### config.mk
export PLATFORM = sky130hd
export DESIGN_NAME = mtvmul_seq
export DESIGN_NICKNAME = d
export VERILOG_FILES = /design/src/rtl/rot_pkg.sv /design/src/rtl/q_mac.sv /design/src/rtl/mtvmul_seq.sv
export SDC_FILE = /design/constraint.sdc
export NUM_CORES = 2
export LEC_CHECK = 0
export ABC_AREA = 0
export CAP_MARGIN = 20
export CORE_UTILIZATION = 44
export CTS_CLUSTER_SIZE = 10
export DETAILED_ROUTE_END_ITERATION = 7
export GPL_ROUTABILITY_DRIVEN = 1
export PLACE_DENSITY = 0.74
export SETUP_SLACK_MARGIN = 0.02
export SYNTH_ARGS = -nofsm -noshare
export SYNTH_HDL_FRONTEND = slang
export SYNTH_SLANG_ARGS = --single-unit
### constraint.sdc
create_clock -name clk_in -period 15.1 [get_ports clk_in]
set_clock_uncertainty 0.15 [all_clocks]
set_input_delay 3.02 -clock clk_in [delete_from_list [all_inputs] [get_ports clk_in]]
set_output_delay 3.02 -clock clk_in [all_outputs]
set_load 0.005 [all_outputs]
### src/rtl/rot_pkg.sv
// Shared fixed-point definitions for the rotation datapath.
// Provides the Q16.16 format constants, the accumulator width used by the
// multiply-accumulate unit, the transpose-multiply state type, and the
// round-half-up / saturate helper that turns an accumulator into a Q value.
package rot_pkg;

   localparam int MAT_SIZE  = 3;
   localparam int Q_WIDTH   = 32;
   localparam int Q_FRAC    = 16;
   localparam int ACC_WIDTH = 66;

   localparam logic signed [Q_WIDTH-1:0] Q_ONE = 32'sh0001_0000;
   localparam logic signed [Q_WIDTH-1:0] Q_MAX = 32'sh7FFF_FFFF;
   localparam logic signed [Q_WIDTH-1:0] Q_MIN = 32'sh8000_0000;

   localparam logic signed [ACC_WIDTH-1:0] ACC_ONE = 66'sd1;
   localparam logic signed [ACC_WIDTH-1:0] SAT_HI  = 66'sd2147483647;
   localparam logic signed [ACC_WIDTH-1:0] SAT_LO  = -66'sd2147483648;

   typedef enum logic [1:0] {IDLE, MAC, DONE} mtv_state_t;

   // Adds half an output LSB, then arithmetic-shifts: floor(x + 0.5), i.e.
   // ties round toward +infinity. The shifted value is clamped to the Q range.
   function automatic logic signed [Q_WIDTH-1:0] q_round_sat(
      input logic signed [ACC_WIDTH-1:0] acc,
      input int                          frac
   );
      logic signed [ACC_WIDTH-1:0] s;
      s = (acc + (ACC_ONE <<< (frac - 1))) >>> frac;
      if (s > SAT_HI) begin
         q_round_sat = Q_MAX;
      end else if (s < SAT_LO) begin
         q_round_sat = Q_MIN;
      end else begin
         q_round_sat = s[Q_WIDTH-1:0];
      end
   endfunction

endpackage

### src/rtl/q_mac.sv
// Signed Q16.16 multiply-accumulate unit.
// Ports:
//   clk_in  clock, rising edge
//   rst_in  synchronous active-low reset, clears the accumulator
//   en      fold the current product into the accumulator this edge
//   clr     the current product closes a dot product; restart from zero after it
//   a, b    signed 32-bit operands
//   acc     running sum INCLUDING the product now on a*b, so the caller can
//           round a finished dot product on the same edge as its last term
module q_mac
   import rot_pkg::*;
(
   input  logic                          clk_in,
   input  logic                          rst_in,
   input  logic                          clr,
   input  logic                          en,
   input  logic signed [Q_WIDTH-1:0]     a,
   input  logic signed [Q_WIDTH-1:0]     b,
   output logic signed [ACC_WIDTH-1:0]   acc
);

   logic signed [2*Q_WIDTH-1:0] prod;
   logic signed [ACC_WIDTH-1:0] acc_q;
   logic signed [ACC_WIDTH-1:0] acc_d;

   assign prod = a * b;
   assign acc  = acc_q + $signed({{(ACC_WIDTH-2*Q_WIDTH){prod[2*Q_WIDTH-1]}}, prod});

   always_comb begin
      acc_d = acc_q;
      if (en) begin
         acc_d = clr ? '0 : acc;
      end
   end

   always_ff @(posedge clk_in) begin
      if (!rst_in) begin
         acc_q <= '0;
      end else begin
         acc_q <= acc_d;
      end
   end

endmodule

### src/rtl/mtvmul_seq.sv
// Sequential 3x3 transpose-matrix times vector: vec_out[i] = col_i . vec_b.
// One shared MAC walks the 9 products, one per cycle, in column-major order.
// Ports:
//   clk_in, rst_in          clock; synchronous active-low reset
//   valid_in / ready_out    operand handshake (ready only while idle)
//   mat_c1..mat_c3, vec_b   matrix columns and input vector, signed Q16.16
//   vec_out                 result vector, signed Q16.16, rounded and saturated
//   valid_out / ready_in    result handshake; result held until accepted
module mtvmul_seq
   import rot_pkg::*;
#(
   parameter int WIDTH     = Q_WIDTH,
   parameter int FRAC_BITS = Q_FRAC
) (
   input  logic                    clk_in,
   input  logic                    rst_in,
   input  logic                    valid_in,
   output logic                    ready_out,
   input  logic signed [WIDTH-1:0] mat_c1  [MAT_SIZE],
   input  logic signed [WIDTH-1:0] mat_c2  [MAT_SIZE],
   input  logic signed [WIDTH-1:0] mat_c3  [MAT_SIZE],
   input  logic signed [WIDTH-1:0] vec_b   [MAT_SIZE],
   output logic signed [WIDTH-1:0] vec_out [MAT_SIZE],
   output logic                    valid_out,
   input  logic                    ready_in
);

   mtv_state_t state_q, state_d;
   logic [1:0] i_q, i_d;   // output element / matrix column
   logic [1:0] j_q, j_d;   // term within the dot product

   logic signed [WIDTH-1:0] col_q [MAT_SIZE][MAT_SIZE];
   logic signed [WIDTH-1:0] b_q   [MAT_SIZE];
   logic signed [WIDTH-1:0] vec_q [MAT_SIZE];

   logic                        mac_en;
   logic                        mac_clr;
   logic signed [ACC_WIDTH-1:0] mac_acc;

   assign mac_en  = (state_q == MAC);
   assign mac_clr = (j_q == 2'd2);

   q_mac u_mac (
      .clk_in (clk_in),
      .rst_in (rst_in),
      .clr    (mac_clr),
      .en     (mac_en),
      .a      (col_q[i_q][j_q]),
      .b      (b_q[j_q]),
      .acc    (mac_acc)
   );

   always_comb begin
      state_d   = state_q;
      i_d       = i_q;
      j_d       = j_q;
      ready_out = (state_q == IDLE);
      valid_out = (state_q == DONE);
      case (state_q)
         IDLE: begin
            if (valid_in) begin
               state_d = MAC;
               i_d     = 2'd0;
               j_d     = 2'd0;
            end
         end
         MAC: begin
            if (j_q == 2'd2) begin
               j_d = 2'd0;
               if (i_q == 2'd2) begin
                  i_d     = 2'd0;
                  state_d = DONE;
               end else begin
                  i_d = i_q + 2'd1;
               end
            end else begin
               j_d = j_q + 2'd1;
            end
         end
         DONE: begin
            if (ready_in) begin
               state_d = IDLE;
            end
         end
         default: state_d = IDLE;
      endcase
   end

   always_ff @(posedge clk_in) begin
      if (!rst_in) begin
         state_q <= IDLE;
         i_q     <= 2'd0;
         j_q     <= 2'd0;
         for (int n = 0; n < MAT_SIZE; n++) begin
            vec_q[n] <= '0;
         end
      end else begin
         state_q <= state_d;
         i_q     <= i_d;
         j_q     <= j_d;
         // Last term of column i: mac_acc already includes it.
         if (state_q == MAC && j_q == 2'd2) begin
            vec_q[i_q] <= q_round_sat(mac_acc, FRAC_BITS);
         end
      end
   end

   // Operands are only ever overwritten on the accept edge, so they need no reset.
   always_ff @(posedge clk_in) begin
      if (state_q == IDLE && valid_in) begin
         for (int n = 0; n < MAT_SIZE; n++) begin
            col_q[0][n] <= mat_c1[n];
            col_q[1][n] <= mat_c2[n];
            col_q[2][n] <= mat_c3[n];
            b_q[n]      <= vec_b[n];
         end
      end
   end

   assign vec_out = vec_q;

endmodule
==> run_summary.xml <==
<?xml version="1.0" encoding="UTF-8"?>
<metrics>
  <group name="grt">
    <metric name="gr-total-overflow" unit="">0</metric>
    <metric name="vias_in_the_first_global_route" unit="">49951</metric>
    <metric name="gr-usage-all-layers" unit="%">27.4</metric>
    <metric name="grt_start_max_net_pins" unit="">184</metric>
    <metric name="initial_antenna_violation_count" unit="">22</metric>
    <metric name="grt_pass1_wl" unit="mm">298</metric>
  </group>
  <group name="timing">
    <metric name="final.setup.tns" unit="ns">0</metric>
    <metric name="slew-limit-headroom" unit="%">13.8</metric>
    <metric name="fin_crit" unit="ns">14.00</metric>
    <metric name="setup_repair_after_global_routing_missed_its_margin" unit="">false</metric>
    <metric name="setup_viol" unit="">0</metric>
    <metric name="tightestPinTransition" unit="ns">1.28</metric>
    <metric name="min_period_over_period" unit="%">92.7</metric>
    <metric name="achievable-frequency" unit="MHz">71.4</metric>
    <metric name="finalHoldViolCount" unit="">0</metric>
    <metric name="final_max_slew_viol_count" unit="">0</metric>
  </group>
  <group name="route">
    <metric name="dr_total_vias" unit="">47142</metric>
    <metric name="first_pass_drt_iterations" unit="">6</metric>
    <metric name="detail_route.drc_violations" unit="">0</metric>
    <metric name="viasPerCell" unit="">5.58</metric>
    <metric name="drt_iter0_markers" unit="">4741</metric>
    <metric name="avgRoutedWirePerCell" unit="um">23.5</metric>
    <metric name="route.final.wire_length" unit="mm">198</metric>
    <metric name="antenna_violating_nets_post_route" unit="">0</metric>
  </group>
  <group name="worst_setup_path">
    <metric name="timing.critical_path.fanout_max" unit="">38</metric>
    <metric name="cp-start-kind" unit="">flip-flop</metric>
    <metric name="arrival" unit="ns">14.44</metric>
    <metric name="endpoint" unit="">vec_out[24]</metric>
    <metric name="worst-path-buf-inv" unit="">6</metric>
    <metric name="crit_cells" unit="">35</metric>
    <metric name="r2r.worst_path.cells" unit="">35</metric>
    <metric name="critPathTopFamily" unit="">adder cells</metric>
    <metric name="r2r-start" unit="">j_q[1]</metric>
    <metric name="crit_path_frequent_cell" unit="">fa_1</metric>
    <metric name="destination_of_the_worst_register_to_register_timing_path" unit="">vec_out[24]</metric>
    <metric name="timing.critical_path.slowest_cell_delay" unit="ns">0.86</metric>
    <metric name="required" unit="ns">15.54</metric>
    <metric name="rrSetupSlack" unit="ns">1.10</metric>
    <metric name="timing.critical_path.from" unit="">j_q[1]</metric>
    <metric name="timing.critical_path.to_type" unit="">flip-flop</metric>
    <metric name="crit_type" unit="">reg2reg</metric>
    <metric name="cpMaxStageDelayCell" unit="">nor4_2</metric>
  </group>
  <group name="floorplanning">
    <metric name="floorplan.io_pins" unit="">486</metric>
    <metric name="core_ar" unit="mm2">0.142</metric>
    <metric name="chipHeight" unit="um">381</metric>
    <metric name="die_ar" unit="mm2">0.145</metric>
    <metric name="chipWidth" unit="um">381</metric>
    <metric name="placementRows" unit="">138</metric>
    <metric name="start_util" unit="%">44.5</metric>
  </group>
  <group name="clock_tree">
    <metric name="cts_repair_resize_count" unit="">0</metric>
    <metric name="cts-root-to-sink-buffers" unit="">3</metric>
    <metric name="htreeDepth" unit="">3</metric>
    <metric name="clkSlewWorstSetupHoldPaths" unit="ns">0.06</metric>
    <metric name="cts_tree" unit="">yes</metric>
    <metric name="cts_made_buffers" unit="">70</metric>
    <metric name="cts_root_buffer" unit="">clkbuf_16</metric>
    <metric name="cts_setup_buffers" unit="">0</metric>
    <metric name="cts.sinks" unit="">556</metric>
    <metric name="clock_insertion_delay_worst_skew" unit="ns">0.67</metric>
    <metric name="postCtsHoldBufs" unit="">0</metric>
  </group>
  <group name="synthesis">
    <metric name="mappedNetlistArea" unit="mm2">0.0632</metric>
    <metric name="avgSynthCellArea" unit="um2">10.3</metric>
    <metric name="synth_async_sr_flop_share" unit="%">0</metric>
    <metric name="synthDistinctLibCells" unit="">103</metric>
    <metric name="synth.ff_latch_count" unit="">556</metric>
    <metric name="count_of_flip_flops_with_a_built_in_enable_after_synthesis" unit="">384</metric>
    <metric name="seq_area_frac_synth" unit="%">23.7</metric>
    <metric name="yosys.cell_count.top_type" unit="">inv_1</metric>
    <metric name="netlist_instances" unit="">6125</metric>
    <metric name="syn-num-nets" unit="">7969</metric>
    <metric name="synthFlopType" unit="">edfxtp_1</metric>
    <metric name="ys_top_cells_by_count" unit="">inv_1 (1292), fa_1 (1234), nand2_1 (718), nor2_1 (532), edfxtp_1 (384)</metric>
    <metric name="synth.top_cells.by_area" unit="">fa_1 (39%), edfxtp_1 (18%), inv_1 (7.7%), dfxtp_1 (5.5%), ha_1 (4.4%)</metric>
    <metric name="area_share_of_the_largest_cell_type_after_synthesis" unit="%">39.1</metric>
    <metric name="yosys.area.top_type" unit="">fa_1</metric>
    <metric name="ys_warn_count" unit="">0</metric>
  </group>
  <group name="placement">
    <metric name="detailedPlacementHpwl" unit="mm">161</metric>
    <metric name="gp_congestion" unit="">1.01</metric>
    <metric name="io_buffers" unit="">485</metric>
  </group>
  <group name="hold_path">
    <metric name="timing.hold.worst.class" unit="">reg2reg</metric>
  </group>
  <group name="cells_and_area">
    <metric name="final_layout_size_suffix_gt1_share" unit="%">5.72</metric>
    <metric name="flow.area_growth_from_synthesis" unit="%">15.0</metric>
    <metric name="nFillCells" unit="">12502</metric>
    <metric name="nets" unit="">8346</metric>
  </group>
  <group name="job">
    <metric name="max_cap_violations" unit="">0</metric>
  </group>
  <group name="status">
    <metric name="outcome" unit="">finished clean</metric>
  </group>
</metrics>
-- cells by family (layout without fill, tap and decap cells) --
group	count (synthesis)	after routing	synth area share (%)
flip-flops	556	556	23.7
buffers and inverters	1606	2016	9.77
adder cells (fa/ha/maj)	1456	1456	43.5
multiplexers	132	132	2.73
other	0	18	0
AO/OA/AOI/OAI	638	638	7.27
AND/OR/NAND/NOR	1635	1635	11.5
XOR/XNOR	102	102	1.50
-- state kept, by name (all words and copies together) (netlist names), named ones only --
register and flops:
b_q 96, state_q 2, vec_out 96, j_q 2
u_mac.acc_q 66, col_q 288, i_q 2
-- cell type report --
cell class	count	area [um2]	area share, %
Multi-Input combinational cell	3963	42200	58.1
Timing Repair Buffer	619	6020	8.29
Tap cell	1890	2360	3.26
Inverter	1292	4860	6.69
Antenna cell	18	45.0	0.0620
Clock inverter	19	328	0.451
Clock buffer	86	1830	2.52
Sequential cell	556	15000	20.6
-- placed cells by master (no fill, tap or decap), types with 67 or more instances in the layout --
master	netlist	routed
o21a_1	67	67
buf_4	10	118
o21ai_0	103	83
edfxtp_1	384	384
nor2_1	532	528
nor2b_1	72	69
a221o_1	92	92
dfxtp_1	172	166
mux2i_1	96	96
nand2_1	718	717
inv_1	1292	1290
fa_1	1234	1234
clkdlybuf4s50_1	0	484
a21oi_1	83	77
clkbuf_16	0	71
ha_1	222	222
-- worst reg2reg max path, delay by kind of cell (launching register included) --
family / cells / cell delay (ns)
xor+xnor: 1 / 0.27
buf+inv: 6 / 0.61
compound gates: 9 / 3.02
flops: 1 / 0.71
fa+ha+maj: 9 / 4.69
simple gates: 10 / 4.48
-- layer usage --
layer	routed length (um)	vias to the layer above	global-route usage (%)
li1	-	19824	-
met1	69900	24160	33.3
met2	96800	2483	45.0
met3	19200	667	6.18
met4	12500	8	15.7
met5	59	-	0
-- through the flow --
step,cells,area [um2],utilization (%),hold slack [ns],setup slack [ns]
floorplan,6125,63200,-,0.317,2.55
global placement,8306,70200,49.5,0.303,1.56
CTS,8418,72400,51.0,0.328,1.38
global route,8440,72600,51.2,0.346,0.609
finish,8443,72600,51.2,0.326,1.10
detailed placement,8313,70300,49.5,0.315,1.44
-- worst min-delay path by stage --
stage | end | depth (start not counted) | startpoint | slack, ns
after floorplan | vec_out[30] | 2 | vec_out[30] | 0.32
after global placement | vec_out[62] | 2 | vec_out[62] | 0.30
after detailed placement | vec_out[62] | 2 | vec_out[62] | 0.31
after CTS | vec_out[62] | 2 | vec_out[62] | 0.33
after global routing | vec_out[33] | 1 | vec_out[33] | 0.35
final | vec_out[62] | 2 | vec_out[62] | 0.33
Power is left out: the tool's default activity adds up to more than one toggle a clock period on the data nets, which glitch-free logic cannot reach.
